### config.mk
export PLATFORM = sky130hd
export DESIGN_NAME = scan_delay_sequencer
export DESIGN_NICKNAME = d
export VERILOG_FILES = /design/src/rtl/scan_delay_sequencer_pkg.sv /design/src/rtl/step_edge_sync.sv /design/src/rtl/scan_delay_sequencer.sv
export SDC_FILE = /design/constraint.sdc
export NUM_CORES = 1
export LEC_CHECK = 0
export CAP_MARGIN = 20
export CORE_UTILIZATION = 30
export CTS_CLUSTER_SIZE = 20
export DETAILED_ROUTE_END_ITERATION = 7
export GPL_TIMING_DRIVEN = 0
export PLACE_DENSITY = 0.55
export SLEW_MARGIN = 20
export SYNTH_ARGS = -nofsm -noshare
export SYNTH_HDL_FRONTEND = slang
export SYNTH_SLANG_ARGS = --single-unit
### constraint.sdc
create_clock -name clk -period 3.7 [get_ports clk]
set_clock_uncertainty 0.1 [all_clocks]
set_input_delay 0.555 -clock clk [delete_from_list [all_inputs] [get_ports clk]]
set_output_delay 0.555 -clock clk [all_outputs]
set_load 0.005 [all_outputs]
### src/rtl/scan_delay_sequencer_pkg.sv
// Shared definitions for the scan delay sequencer and the scan clock timer.
// Holds the sequencer state encoding, error codes and the delay byte layout
// (multiplier in [7:4], exponent in [3:0]) together with the largest exponent
// the timer honours.
package scan_delay_sequencer_pkg;

    localparam int unsigned SEQ_STATE_W = 3;
    localparam int unsigned ERR_CODE_W  = 2;
    localparam int unsigned DELAY_W     = 8;
    localparam int unsigned DLY_MULT_W  = 4;
    localparam int unsigned DLY_EXP_W   = 4;
    localparam int unsigned MAX_EXP     = 7;

    typedef enum logic [SEQ_STATE_W-1:0] {
        SEQ_IDLE      = 3'd0,
        SEQ_ISSUE     = 3'd1,
        SEQ_WAIT_DONE = 3'd2,
        SEQ_COMPLETE  = 3'd3,
        SEQ_ABORT     = 3'd4,
        SEQ_ERROR     = 3'd5
    } seq_state_e;

    localparam logic [ERR_CODE_W-1:0] ERR_NONE      = 2'b00;
    localparam logic [ERR_CODE_W-1:0] ERR_BAD_EXP   = 2'b01;
    localparam logic [ERR_CODE_W-1:0] ERR_TIMEOUT   = 2'b10;
    localparam logic [ERR_CODE_W-1:0] ERR_DONE_IDLE = 2'b11;

    // Delay byte as decoded from the vector file: value = mult * 10^exp cycles.
    typedef struct packed {
        logic [DLY_MULT_W-1:0] mult;
        logic [DLY_EXP_W-1:0]  exp;
    } delay_t;

    // Exponents above MAX_EXP would be silently clamped by the timer.
    function automatic logic exp_legal(input logic [DLY_EXP_W-1:0] e);
        return e <= DLY_EXP_W'(MAX_EXP);
    endfunction

endpackage

### src/rtl/step_edge_sync.sv
// Operator button conditioner: SYNC_STAGES-deep synchronizer followed by a
// rising-edge detector. edge_pulse_c is high for one clk cycle per press.
// Ports:
//   clk, reset (sync, active high)
//   button        raw asynchronous button level
//   edge_pulse_c  one-cycle pulse on each synchronized rising edge (comb)
module step_edge_sync
    import scan_delay_sequencer_pkg::*;
#(
    parameter int unsigned SYNC_STAGES = 2
) (
    input  logic clk,
    input  logic reset,
    input  logic button,
    output logic edge_pulse_c
);

    logic [SYNC_STAGES-1:0] sync_q;
    logic                   last_q;

    // Metastability chain plus one history bit for edge detection.
    always_ff @(posedge clk) begin
        if (reset) begin
            sync_q <= '0;
            last_q <= 1'b0;
        end else begin
            sync_q <= {sync_q[SYNC_STAGES-2:0], button};
            last_q <= sync_q[SYNC_STAGES-1];
        end
    end

    assign edge_pulse_c = sync_q[SYNC_STAGES-1] & ~last_q;

endmodule

### src/rtl/scan_delay_sequencer.sv
// Executor-side initiator for the scan clock timer handshake. Validates delay
// commands, starts the timer, waits for its done pulse (with optional
// watchdog), releases TCK steps from the operator button and reports
// completion / abort / error back to the executor.
// Optional feature: define SCAN_DELAY_SEQ_WATCHDOG_EN to build the WAIT_DONE
// watchdog (timeout after WDOG_LIMIT counted cycles, error code 10).
// Ports:
//   clk, reset (sync, active high)
//   cmd_valid/cmd_delay/cmd_ready   command handshake, delay byte {mult,exp}
//   abort                           cancel a pending delay
//   step_mode_tck, step_button      TCK step mode and raw step request
//   timer_start/timer_delay/timer_reset/timer_done/go_step_tck  timer side
//   seq_done, seq_err, seq_err_code, seq_state                  status
module scan_delay_sequencer
    import scan_delay_sequencer_pkg::*;
#(
    parameter logic [31:0] WDOG_LIMIT  = 32'd1_600_000_000,
    parameter int unsigned SYNC_STAGES = 2
) (
    input  logic                   clk,
    input  logic                   reset,
    input  logic                   cmd_valid,
    input  logic [DELAY_W-1:0]     cmd_delay,
    output logic                   cmd_ready,
    input  logic                   abort,
    input  logic                   step_mode_tck,
    input  logic                   step_button,
    output logic                   timer_start,
    output logic [DELAY_W-1:0]     timer_delay,
    output logic                   timer_reset,
    input  logic                   timer_done,
    output logic                   go_step_tck,
    output logic                   seq_done,
    output logic                   seq_err,
    output logic [ERR_CODE_W-1:0]  seq_err_code,
    output logic [SEQ_STATE_W-1:0] seq_state
);

    seq_state_e state_q;
    delay_t     cmd;
    logic       step_edge_c;
    logic       wdog_expired_c;

    assign cmd       = delay_t'(cmd_delay);
    assign seq_state = SEQ_STATE_W'(state_q);

    step_edge_sync #(
        .SYNC_STAGES (SYNC_STAGES)
    ) u_step_sync (
        .clk          (clk),
        .reset        (reset),
        .button       (step_button),
        .edge_pulse_c (step_edge_c)
    );

`ifdef SCAN_DELAY_SEQ_WATCHDOG_EN
    logic [31:0] wdog_q;
    // Expiry only counts while the counter is actually running.
    assign wdog_expired_c = !step_mode_tck && (wdog_q == WDOG_LIMIT - 32'd1);
`else
    logic unused_wdog_limit;
    assign unused_wdog_limit = ^WDOG_LIMIT;
    assign wdog_expired_c    = 1'b0;
`endif

    // Sequencer FSM; every output is registered and pulses default low.
    always_ff @(posedge clk) begin
        if (reset) begin
            state_q      <= SEQ_IDLE;
            cmd_ready    <= 1'b0;
            timer_start  <= 1'b0;
            timer_delay  <= '0;
            timer_reset  <= 1'b0;
            go_step_tck  <= 1'b0;
            seq_done     <= 1'b0;
            seq_err      <= 1'b0;
            seq_err_code <= ERR_NONE;
`ifdef SCAN_DELAY_SEQ_WATCHDOG_EN
            wdog_q       <= '0;
`endif
        end else begin
            cmd_ready   <= 1'b0;
            timer_start <= 1'b0;
            timer_reset <= 1'b0;
            go_step_tck <= 1'b0;
            seq_done    <= 1'b0;

            case (state_q)
                SEQ_IDLE: begin
                    if (timer_done) begin
                        state_q      <= SEQ_ERROR;
                        seq_err      <= 1'b1;
                        seq_err_code <= ERR_DONE_IDLE;
                    end else if (cmd_valid && cmd_ready) begin
                        if (cmd.mult == '0) begin
                            // Zero delay: complete without touching the timer.
                            state_q  <= SEQ_COMPLETE;
                            seq_done <= 1'b1;
                        end else if (!exp_legal(cmd.exp)) begin
                            state_q      <= SEQ_ERROR;
                            seq_err      <= 1'b1;
                            seq_err_code <= ERR_BAD_EXP;
                        end else begin
                            state_q     <= SEQ_ISSUE;
                            timer_delay <= cmd_delay;
                            timer_start <= 1'b1;
                        end
                    end else begin
                        cmd_ready <= 1'b1;
                    end
                end

                SEQ_ISSUE: begin
`ifdef SCAN_DELAY_SEQ_WATCHDOG_EN
                    wdog_q <= '0;
`endif
                    if (abort) begin
                        state_q     <= SEQ_ABORT;
                        timer_reset <= 1'b1;
                    end else begin
                        state_q <= SEQ_WAIT_DONE;
                    end
                end

                SEQ_WAIT_DONE: begin
                    // abort outranks a simultaneous done.
                    if (abort) begin
                        state_q     <= SEQ_ABORT;
                        timer_reset <= 1'b1;
                    end else if (timer_done) begin
                        state_q  <= SEQ_COMPLETE;
                        seq_done <= 1'b1;
                    end else if (wdog_expired_c) begin
                        state_q      <= SEQ_ERROR;
                        timer_reset  <= 1'b1;
                        seq_err      <= 1'b1;
                        seq_err_code <= ERR_TIMEOUT;
                    end else begin
                        go_step_tck <= step_edge_c && step_mode_tck;
`ifdef SCAN_DELAY_SEQ_WATCHDOG_EN
                        // Held while the operator is single-stepping.
                        if (!step_mode_tck) begin
                            wdog_q <= wdog_q + 32'd1;
                        end
`endif
                    end
                end

                SEQ_COMPLETE: begin
                    if (timer_done) begin
                        state_q      <= SEQ_ERROR;
                        seq_err      <= 1'b1;
                        seq_err_code <= ERR_DONE_IDLE;
                    end else begin
                        state_q   <= SEQ_IDLE;
                        cmd_ready <= 1'b1;
                    end
                end

                SEQ_ABORT: begin
                    state_q   <= SEQ_IDLE;
                    cmd_ready <= 1'b1;
                end

                SEQ_ERROR: begin
                    state_q <= SEQ_ERROR;
                end

                default: begin
                    state_q <= SEQ_IDLE;
                end
            endcase
        end
    end

endmodule

==> impl_results.md <==
* DR vias/cell at 5.03
* Yosys warns at 0
* GRT Total Usage at between 10% and 20%
* DP Cell Count at ~160
* Die height at between 50 and 60 microns
* Tot Pwr at 546 uW
* Die ar. at roughly 3200 sq um
* Fin util at 45.8%
* Pre-CTS setup slack at 0.919 ns
* Die width at ~57 microns
* Maxcap violations at 0
* Final cycle utilization of the critical path at 65.8%
* Total buffers and inverters traversed by the critical path at 1
* TritonRoute pass-1 iters at 6
* Synth cell types at 30
* Share of cells above drive strength 1 at 6.72%
* Worst path cell trace: clkdlybuf4s50_1 > or4_4 > nor4_4 > mux2i_1 > nor2_1
* Core Area at 2810 sq um
* Post-Synth Simple-Gate Area at a little over a quarter
* CTS tree: built
* Routed wl met2 at 933 microns
* Number of synthesized register bits at 21
* Setup Fix Bufs, Post-CTS at 0
* WHS at 0.304 ns
* Worst-case clock buffer depth at 2
* Avg Cell Area, Syn at 9.15 sq um
* Post-Synth XOR/XNOR Area at 0.976%
* Final setup vio count at 0
* Vias after detailed routing at 830
* Fin. max-slew vios at 0
* RSZ-0062 raised after global routing: false
* Synth Cell Area at 897 sq um
* Post-DP HPWL at around 1.5 mm
* Slew margin rel. at 53.0%
* Number of routed nets with antenna violations at 0
* Diodes inserted at 0
* Fmax achieved at 411 MHz
* Post-layout nets at 150
* Area grow syn2layout at 43.1%
* Sequential cell area fraction in the yosys report at 46.9%
* CTS buffer count at 3
* Worst Max-Slew Pin Slew at around 0.70 ns
* Pin count of the biggest net entering global routing at 13
* Complex-gate fraction of the synthesized area at 13.7%
* CP Launch Type: input port
* Pwr Density at 425 nW/um^2
* Setup Crit Path Kind: input port to flop
* Antenna violations before repair at 0
* Skew-Pair Late Insertion Delay at 0.30 ns
* Worst-path clk slew at 0.12 ns
* Hold Crit Class: flop to flop
* Most common cell after layout, fill and taps aside: clkdlybuf4s50_1
* Avg WL per Cell at 12.7 microns
* Setup total negative slack at 0 ns
* First-pass GRT wire length at 3.46 mm
* Mapped Nets at 113
* # resized after CTS at 0
* Row count at 19
* Status: finished, violations left
* Wire length on met3 at roughly 120 microns
* Final Hold Vio Count at 0
* Root Buffer: clkbuf_4
* Syn Inst Count at 98
* First DRT Iteration DRCs at 20
* Max incr delay on CP at 0.59 ns
* Violated checks: design-rule violations
* Post-Synth Adder-Cell Area at 0%
* VDD IR max at 151 uV
* Detailed-route wire length at 2.09 mm
* Data arrival time of the critical path at 2.52 ns
* CP required at 3.79 ns
* CTS sink cnt at 21
* DRC Markers at 6
* LEAKAGE at between 0.4 and 0.5 nW
* Port Buffers at 32
* Tmin final at 2.43 ns
* CP delay by family, top: simple AND/OR/NAND/NOR gates
* Worst setup margin at roughly 1.3 ns
* Wl on met1 at 1.02 mm
* Fillers at ~290
* Vias in the first global route at 779
* CP max FO at 9
* Cts-stage hold buffer count at 0
* Fin cells at around 170
* I/O pin total at 34
* RD Place Congestion at roughly 0.76
* CP endpoint kind: flop
* Most frequent cells in the layout: clkdlybuf4s50_1, dfxtp_1, nor2_1
* DR top layer: met4
* Total grt overflow at 0
* Post-route cell area at 1280 sq um
* Starting density of the core at 32.0%
* Crit-path slowest cell: nor4_4
* Main combinational cell family by area after synthesis: simple AND/OR/NAND/NOR gates
* Total number of H-tree levels at 1
* DP Area at 1260 sq um
* Mux cell area share after synthesis at 6.83%
==> state kept, by name, indices dropped and copies added (netlist names) <==
signal / cells
timer_delay: 8
seq_state: 3
seq_err_code: 2
u_step_sync.sync_q: 2
cmd_ready: 1
go_step_tck: 1
seq_done: 1
timer_reset: 1
timer_start: 1
u_step_sync.last_q: 1
==> worst paths after layout <==
check                           startpoint                     endpoint  slack [ns]  cells after the start
max                             timer_done  timer_delay[1]$_SDFFE_PP0P_        1.27                      5
min          u_step_sync.last_q$_SDFF_PP0_       go_step_tck$_SDFF_PP0_        0.30                      1
max reg2reg      seq_state[0]$_SDFFE_PP0P_  timer_delay[1]$_SDFFE_PP0P_        1.55                      5
min reg2reg  u_step_sync.last_q$_SDFF_PP0_       go_step_tck$_SDFF_PP0_        0.30                      1
==> report_power, final <==
part / switching [mW] / internal [mW] / total (mW)
Clock: 0.0720 / 0.0402 / 0.112
Combinational: 0.0808 / 0.0927 / 0.173
Sequential: 0.0160 / 0.244 / 0.260
Total: 0.169 / 0.377 / 0.546
==> logic make-up after synthesis <==
| kind of cell | after synthesis |
|---|---|
| simple gates | 41 |
| flops | 21 |
| compound gates | 19 |
| buf+inv | 10 |
| mux | 6 |
| xor+xnor | 1 |
==> worst reg2reg max path, cell delays in order (launching register included) <==
cell and delay, ns:
dfxtp_1 0.34, buf_6 0.13, or4_4 0.58, nor4_4 0.59, mux2i_1 0.25, nor2_1 0.05
==> layout make-up <==
cell class	instances	area, sq um	area share (%)
buffer	7	37.5	2.92
multi-input combinational	67	428	33.3
timing repair buffer	32	320	25.0
inverter	3	11.3	0.877
tap	31	38.8	3.02
sequential	21	420	32.7
clock inverter	1	5.00	0.390
clock buffer	3	22.5	1.75
==> cells in the mapped netlist <==
master     instances  share of area (%)
a2111oi_0          1               0.98
a211oi_1           2                1.7
a21oi_1            7                3.9
a221oi_1           2                2.0
a22oi_1            1               0.84
a311oi_1           1               0.98
a31oi_1            1               0.70
and2_1             1               0.70
buf_4              1               0.84
buf_6              1                1.3
clkbuf_1           5                2.1
dfxtp_1           21                 47
inv_1              3                1.3
mux2_2             1                1.3
mux2i_1            5                5.6
nand2_1            4                1.7
nand2b_1           2                1.4
nand3_1            2                1.1
nor2_1            12                5.0
nor2b_1            6                4.2
nor3_1             5                2.8
nor3b_1            1               0.84
nor4_1             3                2.1
nor4_4             1                2.4
nor4b_1            2                2.0
o21ai_0            3                1.7
o32ai_1            1               0.98
or4_1              1               0.84
or4_4              1                1.3
xor2_1             1               0.98
==> metal layers <==
metal / up-vias / GRT usage, %
met5: - / 0
met3: 2 / 2.76
met1: 377 / 17.7
met2: 26 / 21.9
met4: 0 / 5.00
li1: 425 / -
Power figures use the tool's default switching activity.
